<file path="src/rtl/spi_tx_feeder_pkg.sv">
// rtl/spi_tx_feeder_pkg.sv - shared widths, defaults and state encoding for the SPI transmit path
package spi_tx_feeder_pkg;

    localparam int SPI_SDEPTH = 8;
    localparam int SPI_CWIDTH = 3;
    localparam int DEF_FDEPTH = 4;
    localparam int DEF_AWIDTH = 2;

    localparam logic [SPI_SDEPTH-1:0] IDLE_BYTE = '1;

    typedef enum logic [1:0] {
        IDLE  = 2'b00,
        ARMED = 2'b01,
        LOAD  = 2'b10
    } feeder_state_e;

endpackage

</file>
<file path="src/rtl/spi_tx_fifo.sv">
// rtl/spi_tx_fifo.sv - circular byte buffer with level counter and full/empty decode
module spi_tx_fifo #(
    parameter int SDEPTH = 8,
    parameter int FDEPTH = 4,
    parameter int AWIDTH = 2
) (
    input  logic              SPI_Clk,
    input  logic              SPI_ResetN,
    input  logic              Push_i,
    input  logic [SDEPTH-1:0] Push_Data_i,
    input  logic              Pop_i,
    output logic [SDEPTH-1:0] Head_o,
    output logic [AWIDTH:0]   Level_o,
    output logic              FullN_o,
    output logic              EmptyN_o,
    output logic              Drop_o
);

    localparam logic [AWIDTH:0] FULL_LEVEL = (AWIDTH+1)'(FDEPTH);

    logic [SDEPTH-1:0] mem_q [FDEPTH];
    logic [AWIDTH-1:0] wr_ptr_q, wr_ptr_d;
    logic [AWIDTH-1:0] rd_ptr_q, rd_ptr_d;
    logic [AWIDTH:0]   level_q, level_d;
    logic              full;
    logic              push_ok;

    assign full     = (level_q == FULL_LEVEL);
    assign FullN_o  = !full;
    assign EmptyN_o = (level_q != '0);
    assign Level_o  = level_q;
    assign Head_o   = mem_q[rd_ptr_q];

    // A pop frees the slot the same cycle, so a write into a full buffer still lands.
    assign push_ok = Push_i && (!full || Pop_i);
    assign Drop_o  = Push_i && full && !Pop_i;

    always_comb begin
        wr_ptr_d = wr_ptr_q;
        rd_ptr_d = rd_ptr_q;
        level_d  = level_q;
        if (push_ok) begin
            wr_ptr_d = wr_ptr_q + 1'b1;
        end
        if (Pop_i) begin
            rd_ptr_d = rd_ptr_q + 1'b1;
        end
        case ({push_ok, Pop_i})
            2'b10:   level_d = level_q + 1'b1;
            2'b01:   level_d = level_q - 1'b1;
            default: level_d = level_q;
        endcase
    end

    always_ff @(posedge SPI_Clk or negedge SPI_ResetN) begin
        if (!SPI_ResetN) begin
            wr_ptr_q <= '0;
            rd_ptr_q <= '0;
            level_q  <= '0;
        end else begin
            wr_ptr_q <= wr_ptr_d;
            rd_ptr_q <= rd_ptr_d;
            level_q  <= level_d;
        end
    end

    always_ff @(posedge SPI_Clk) begin
        if (push_ok) begin
            mem_q[wr_ptr_q] <= Push_Data_i;
        end
    end

endmodule

</file>
<file path="src/rtl/spi_tx_feeder.sv">
// rtl/spi_tx_feeder.sv - feeds buffered bytes to the SPI shifter on each almost-empty slot
module spi_tx_feeder
    import spi_tx_feeder_pkg::*;
#(
    parameter int SDEPTH = SPI_SDEPTH,
    parameter int FDEPTH = DEF_FDEPTH,
    parameter int AWIDTH = DEF_AWIDTH
) (
    input  logic              SPI_Clk,
    input  logic              SPI_ResetN,
    input  logic              Wr_En,
    input  logic [SDEPTH-1:0] Wr_Data,
    input  logic              Frame_Active,
    input  logic              SPI_AlmostEmptyN,
    output logic              SPI_Data_RdyN,
    output logic [SDEPTH-1:0] SPI_Data_Out,
    output logic              Fifo_FullN,
    output logic              Fifo_EmptyN,
    output logic [AWIDTH:0]   Fifo_Level,
    output logic              Underrun,
    output logic              Overflow,
    input  logic              Flag_Clr
);

    feeder_state_e     state_q, state_d;
    logic              rdyn_q, rdyn_d;
    logic [SDEPTH-1:0] dout_q, dout_d;
    logic              underrun_q, underrun_d;
    logic              overflow_q, overflow_d;
    logic              slot;
    logic              pop;
    logic              underrun_set;
    logic              drop;
    logic [SDEPTH-1:0] head;

    assign slot = !SPI_AlmostEmptyN;

    spi_tx_fifo #(
        .SDEPTH (SDEPTH),
        .FDEPTH (FDEPTH),
        .AWIDTH (AWIDTH)
    ) u_fifo (
        .SPI_Clk     (SPI_Clk),
        .SPI_ResetN  (SPI_ResetN),
        .Push_i      (Wr_En),
        .Push_Data_i (Wr_Data),
        .Pop_i       (pop),
        .Head_o      (head),
        .Level_o     (Fifo_Level),
        .FullN_o     (Fifo_FullN),
        .EmptyN_o    (Fifo_EmptyN),
        .Drop_o      (drop)
    );

    // Pop eligibility looks at the registered level, so a same-cycle write waits a slot.
    always_comb begin
        state_d      = state_q;
        rdyn_d       = 1'b1;
        dout_d       = dout_q;
        pop          = 1'b0;
        underrun_set = 1'b0;
        case (state_q)
            IDLE: begin
                if (Frame_Active) begin
                    state_d = ARMED;
                end
            end
            ARMED: begin
                if (slot) begin
                    if (Fifo_EmptyN) begin
                        pop     = 1'b1;
                        dout_d  = head;
                        rdyn_d  = 1'b0;
                        state_d = LOAD;
                    end else begin
                        underrun_set = 1'b1;
                    end
                end else if (!Frame_Active) begin
                    state_d = IDLE;
                end
            end
            LOAD: begin
                state_d = Frame_Active ? ARMED : IDLE;
            end
            default: state_d = IDLE;
        endcase

        underrun_d = underrun_set || (underrun_q && !Flag_Clr);
        overflow_d = drop || (overflow_q && !Flag_Clr);
    end

    always_ff @(posedge SPI_Clk or negedge SPI_ResetN) begin
        if (!SPI_ResetN) begin
            state_q    <= IDLE;
            rdyn_q     <= 1'b1;
            dout_q     <= '1;
            underrun_q <= 1'b0;
            overflow_q <= 1'b0;
        end else begin
            state_q    <= state_d;
            rdyn_q     <= rdyn_d;
            dout_q     <= dout_d;
            underrun_q <= underrun_d;
            overflow_q <= overflow_d;
        end
    end

    assign SPI_Data_RdyN = rdyn_q;
    assign SPI_Data_Out  = dout_q;
    assign Underrun      = underrun_q;
    assign Overflow      = overflow_q;

endmodule
</file>
<file path="config.mk">
export PLATFORM = sky130hd
export DESIGN_NAME = spi_tx_feeder
export DESIGN_NICKNAME = d
export VERILOG_FILES = /design/src/rtl/spi_tx_feeder_pkg.sv /design/src/rtl/spi_tx_fifo.sv /design/src/rtl/spi_tx_feeder.sv
export SDC_FILE = /design/constraint.sdc
export NUM_CORES = 1
export LEC_CHECK = 0
export CAP_MARGIN = 20
export CORE_MARGIN = 2
export CORE_UTILIZATION = 43
export CTS_CLUSTER_SIZE = 30
export DETAILED_ROUTE_END_ITERATION = 16
export PLACE_DENSITY = 0.65
export SYNTH_ARGS = -nofsm -noshare
export SYNTH_HDL_FRONTEND = slang
export SYNTH_SLANG_ARGS = --single-unit
</file>
<file path="constraint.sdc">
create_clock -name SPI_Clk -period 3.1 [get_ports SPI_Clk]
set_input_delay 0.62 -clock SPI_Clk [delete_from_list [all_inputs] [get_ports SPI_Clk]]
set_output_delay 0.62 -clock SPI_Clk [all_outputs]
set_load 0.005 [all_outputs]
</file>
==> impl_metrics.json <==
{
  "outcome": "completed",
  "tritoncts": "built",
  "die_h_um": 74.5,
  "hold_buffers": 0,
  "hold_path_class": "reg2reg",
  "port_buffers": 29,
  "hp-start": "Underrun",
  "relSlewSlack_pct": 40.2,
  "setup_tns_ns": 0,
  "dieArea_mm2": 0.00555,
  "layout_setup_ws_ns": 0.544,
  "yosysWarningCount": 0,
  "cap_violations": 0,
  "postRouteWirelength_um": 3380,
  "ctsResizeCount": 0,
  "p_leak_nw": 0.969,
  "core-area_mm2": 0.00475,
  "grt_max_degree": 21,
  "io_pins": 30,
  "fmax_mhz": 391,
  "num_antenna_cells": 0,
  "grt_pass1_wl_um": 5450,
  "htree_levels": 2,
  "firstDrtPassIters": 3,
  "vias_per_cell": 4.69,
  "grt-ovfl-total": 0,
  "final-setup-viol-count": 0,
  "vias": 1004,
  "cts_buffers": 5,
  "slew_viol_final": 0,
  "cts_setup_buffers": 0,
  "final_core_util_pct": 54.7,
  "cp-startpoint": "SPI_AlmostEmptyN",
  "critPathKind": "in2reg",
  "cts_sinks": 52,
  "grt_usage_pct": 14.1,
  "p_per_area_mw_per_mm2": 894,
  "clk_path_buf_depth": 2,
  "final_cells": 214,
  "postRouteAntennaNets": 0,
  "rsz0062_at_grt": "false",
  "place_congestion": 0.723,
  "finalHoldViolCount": 0,
  "drive_gt1_share_pct": 27.2,
  "syn_to_final_growth_pct": 21.7,
  "syn_nets": 133,
  "critPathCaptureType": "flip-flop",
  "dpl.cell_count": 206,
  "fin_nets": 166,
  "drt-initial-drc-count": 13,
  "fin_skew_ns": 0.00971,
  "synth_seq_cells": 52,
  "ir_drop_mv": 0.411,
  "cts_root_buffer": "clkbuf_8",
  "worst_pin_slew_ns": 0.894,
  "antenna_found_initial": 0,
  "fp-row-count": 25,
  "post_synth.cell_area_avg_um2": 18.9,
  "arrival_ns": 2.79,
  "startpoint_type": "primary input",
  "drc_errors": 0,
  "yosysSeqAreaShare_pct": 68.9,
  "synthDistinctLibCells": 30,
  "finalCritPeriodShare_pct": 82.4,
  "netlist_area_mm2": 0.00214,
  "r2r-start": "u_fifo.Level_o[0]",
  "initial_core_util_pct": 45.0,
  "crit_path_max_fanout": 9,
  "synthCells": 113,
  "pre_cts_ws_ns": 0.221,
  "fin_crit_ns": 2.56,
  "grt_pass1_vias": 1070,
  "clk_latency_ns": 0.31,
  "clkTransAtPathRegs_ns": 0.10,
  "die_w_um": 74.5,
  "post_drt_wl_per_cell_um": 15.8,
  "dp_hpwl_um": 2300,
  "cp.required_ns": 3.34
}
## synthesized netlist by cell type
master      n  share of area (%)
nand3_1     1               0.23
xnor2_1     4                1.6
buf_2       1               0.23
inv_1      10                1.8
buf_6       1               0.53
o2bb2ai_1   1               0.41
nand2_4     1               0.53
inv_6       1               0.41
o41ai_1     1               0.41
ha_1        5                2.9
mux2_4      8                5.6
and2_1      4                1.2
o21a_4      1               0.70
nand2_1     1               0.18
nand2b_1    1               0.29
edfxtp_1   32                 45
mux4_2      8                8.4
dfstp_2     9                 11
mux2_2      1               0.53
fa_1        1               0.94
o32ai_1     1               0.41
mux2i_1     1               0.47
o31a_2      1               0.47
or3b_4      1               0.53
buf_1       1               0.18
or3_1       1               0.29
dfrtp_1    11                 13
xor2_1      2               0.82
nor2_1      1               0.18
nor3b_4     1               0.88
## path summary, 6_finish.rpt
path | endpoint | slack [ns] | depth (start not counted)
max in group asynchronous | u_fifo.wr_ptr_q[1] | 1.74 | 1
min in group asynchronous | state_q[1] | 0.81 | 1
max | u_fifo.Level_o[2] | 0.54 | 10
max reg2reg | u_fifo.Level_o[2] | 0.85 | 9
min reg2reg | Underrun | 0.50 | 2
min | Underrun | 0.50 | 2
## state kept, by name (all words and copies together), names as in the netlist
name and count:
u_fifo.mem_q 32, SPI_Data_Out 8, u_fifo.Level_o 3, state_q 2, u_fifo.rd_ptr_q 2, u_fifo.wr_ptr_q 2, Overflow 1, SPI_Data_RdyN 1
Underrun 1
## power breakdown
group	switching [mW]	internal, mW	total, mW
Clock	0.225	0.211	0.436
Combinational	0.265	0.478	0.743
Sequential	0.158	0.989	1.15
Total	0.649	1.68	2.33
## placed cells by master (no fill, tap or decap), types with 2 or more instances in the layout
master	n
xor2_1	2
dfrtp_1	11
edfxtp_1	32
xnor2_1	4
clkdlybuf4s50_1	29
dfstp_2	9
inv_1	10
clkbuf_8	5
mux2_4	8
inv_6	2
and2_1	4
ha_1	5
mux4_2	8
## through the flow
stage	power [mW]	hold slack [ns]	instance area (um^2)
after floorplan	1.61	0.324	2140
after global placement	1.90	0.472	2490
after detailed placement	1.93	0.476	2490
after CTS	2.37	0.501	2600
after global routing	2.49	0.526	2600
final	2.33	0.499	2600
## critical path: stages
cell             delay (ns)
clkdlybuf4s50_1        0.50
nor3b_4                0.35
nand2_4                0.12
inv_6                  0.14
ha_1                   0.20
inv_1                  0.06
fa_1                   0.38
xor2_1                 0.16
nor2_1                 0.11
xor2_1                 0.15
## area by class of cell
type                       instances  area (um^2)
inverter                          11         46.3
fill                             393         2150
clock buffer                       6         93.8
clock inverter                     2         16.3
sequential                        52         1470
tap                               67         83.8
timing repair buffer              29          290
multi-input combinational         47          599
## metal layers
layer  wire [um]  vias to the layer above  GRT usage, %
li1            -                      482             -
met1        1440                      494          17.0
met2        1750                       23          24.2
met3         143                        5          4.47
met4          51                        0          4.76
met5           0                        -             0
## logic make-up (layout without fill, tap and decap cells)
family | count (synthesis) | after routing | synth area share [%]
muxes | 18 | 18 | 15.0
DFF | 52 | 52 | 68.9
AOI/OAI and AO/OA | 5 | 5 | 2.40
xor gates and xnor gates | 6 | 6 | 2.46
buffers and inverters | 14 | 48 | 3.10
and+or+nand+nor | 12 | 12 | 4.27
adders and majority gates | 6 | 6 | 3.86
Note: power is estimated with default switching activity, not from simulation.
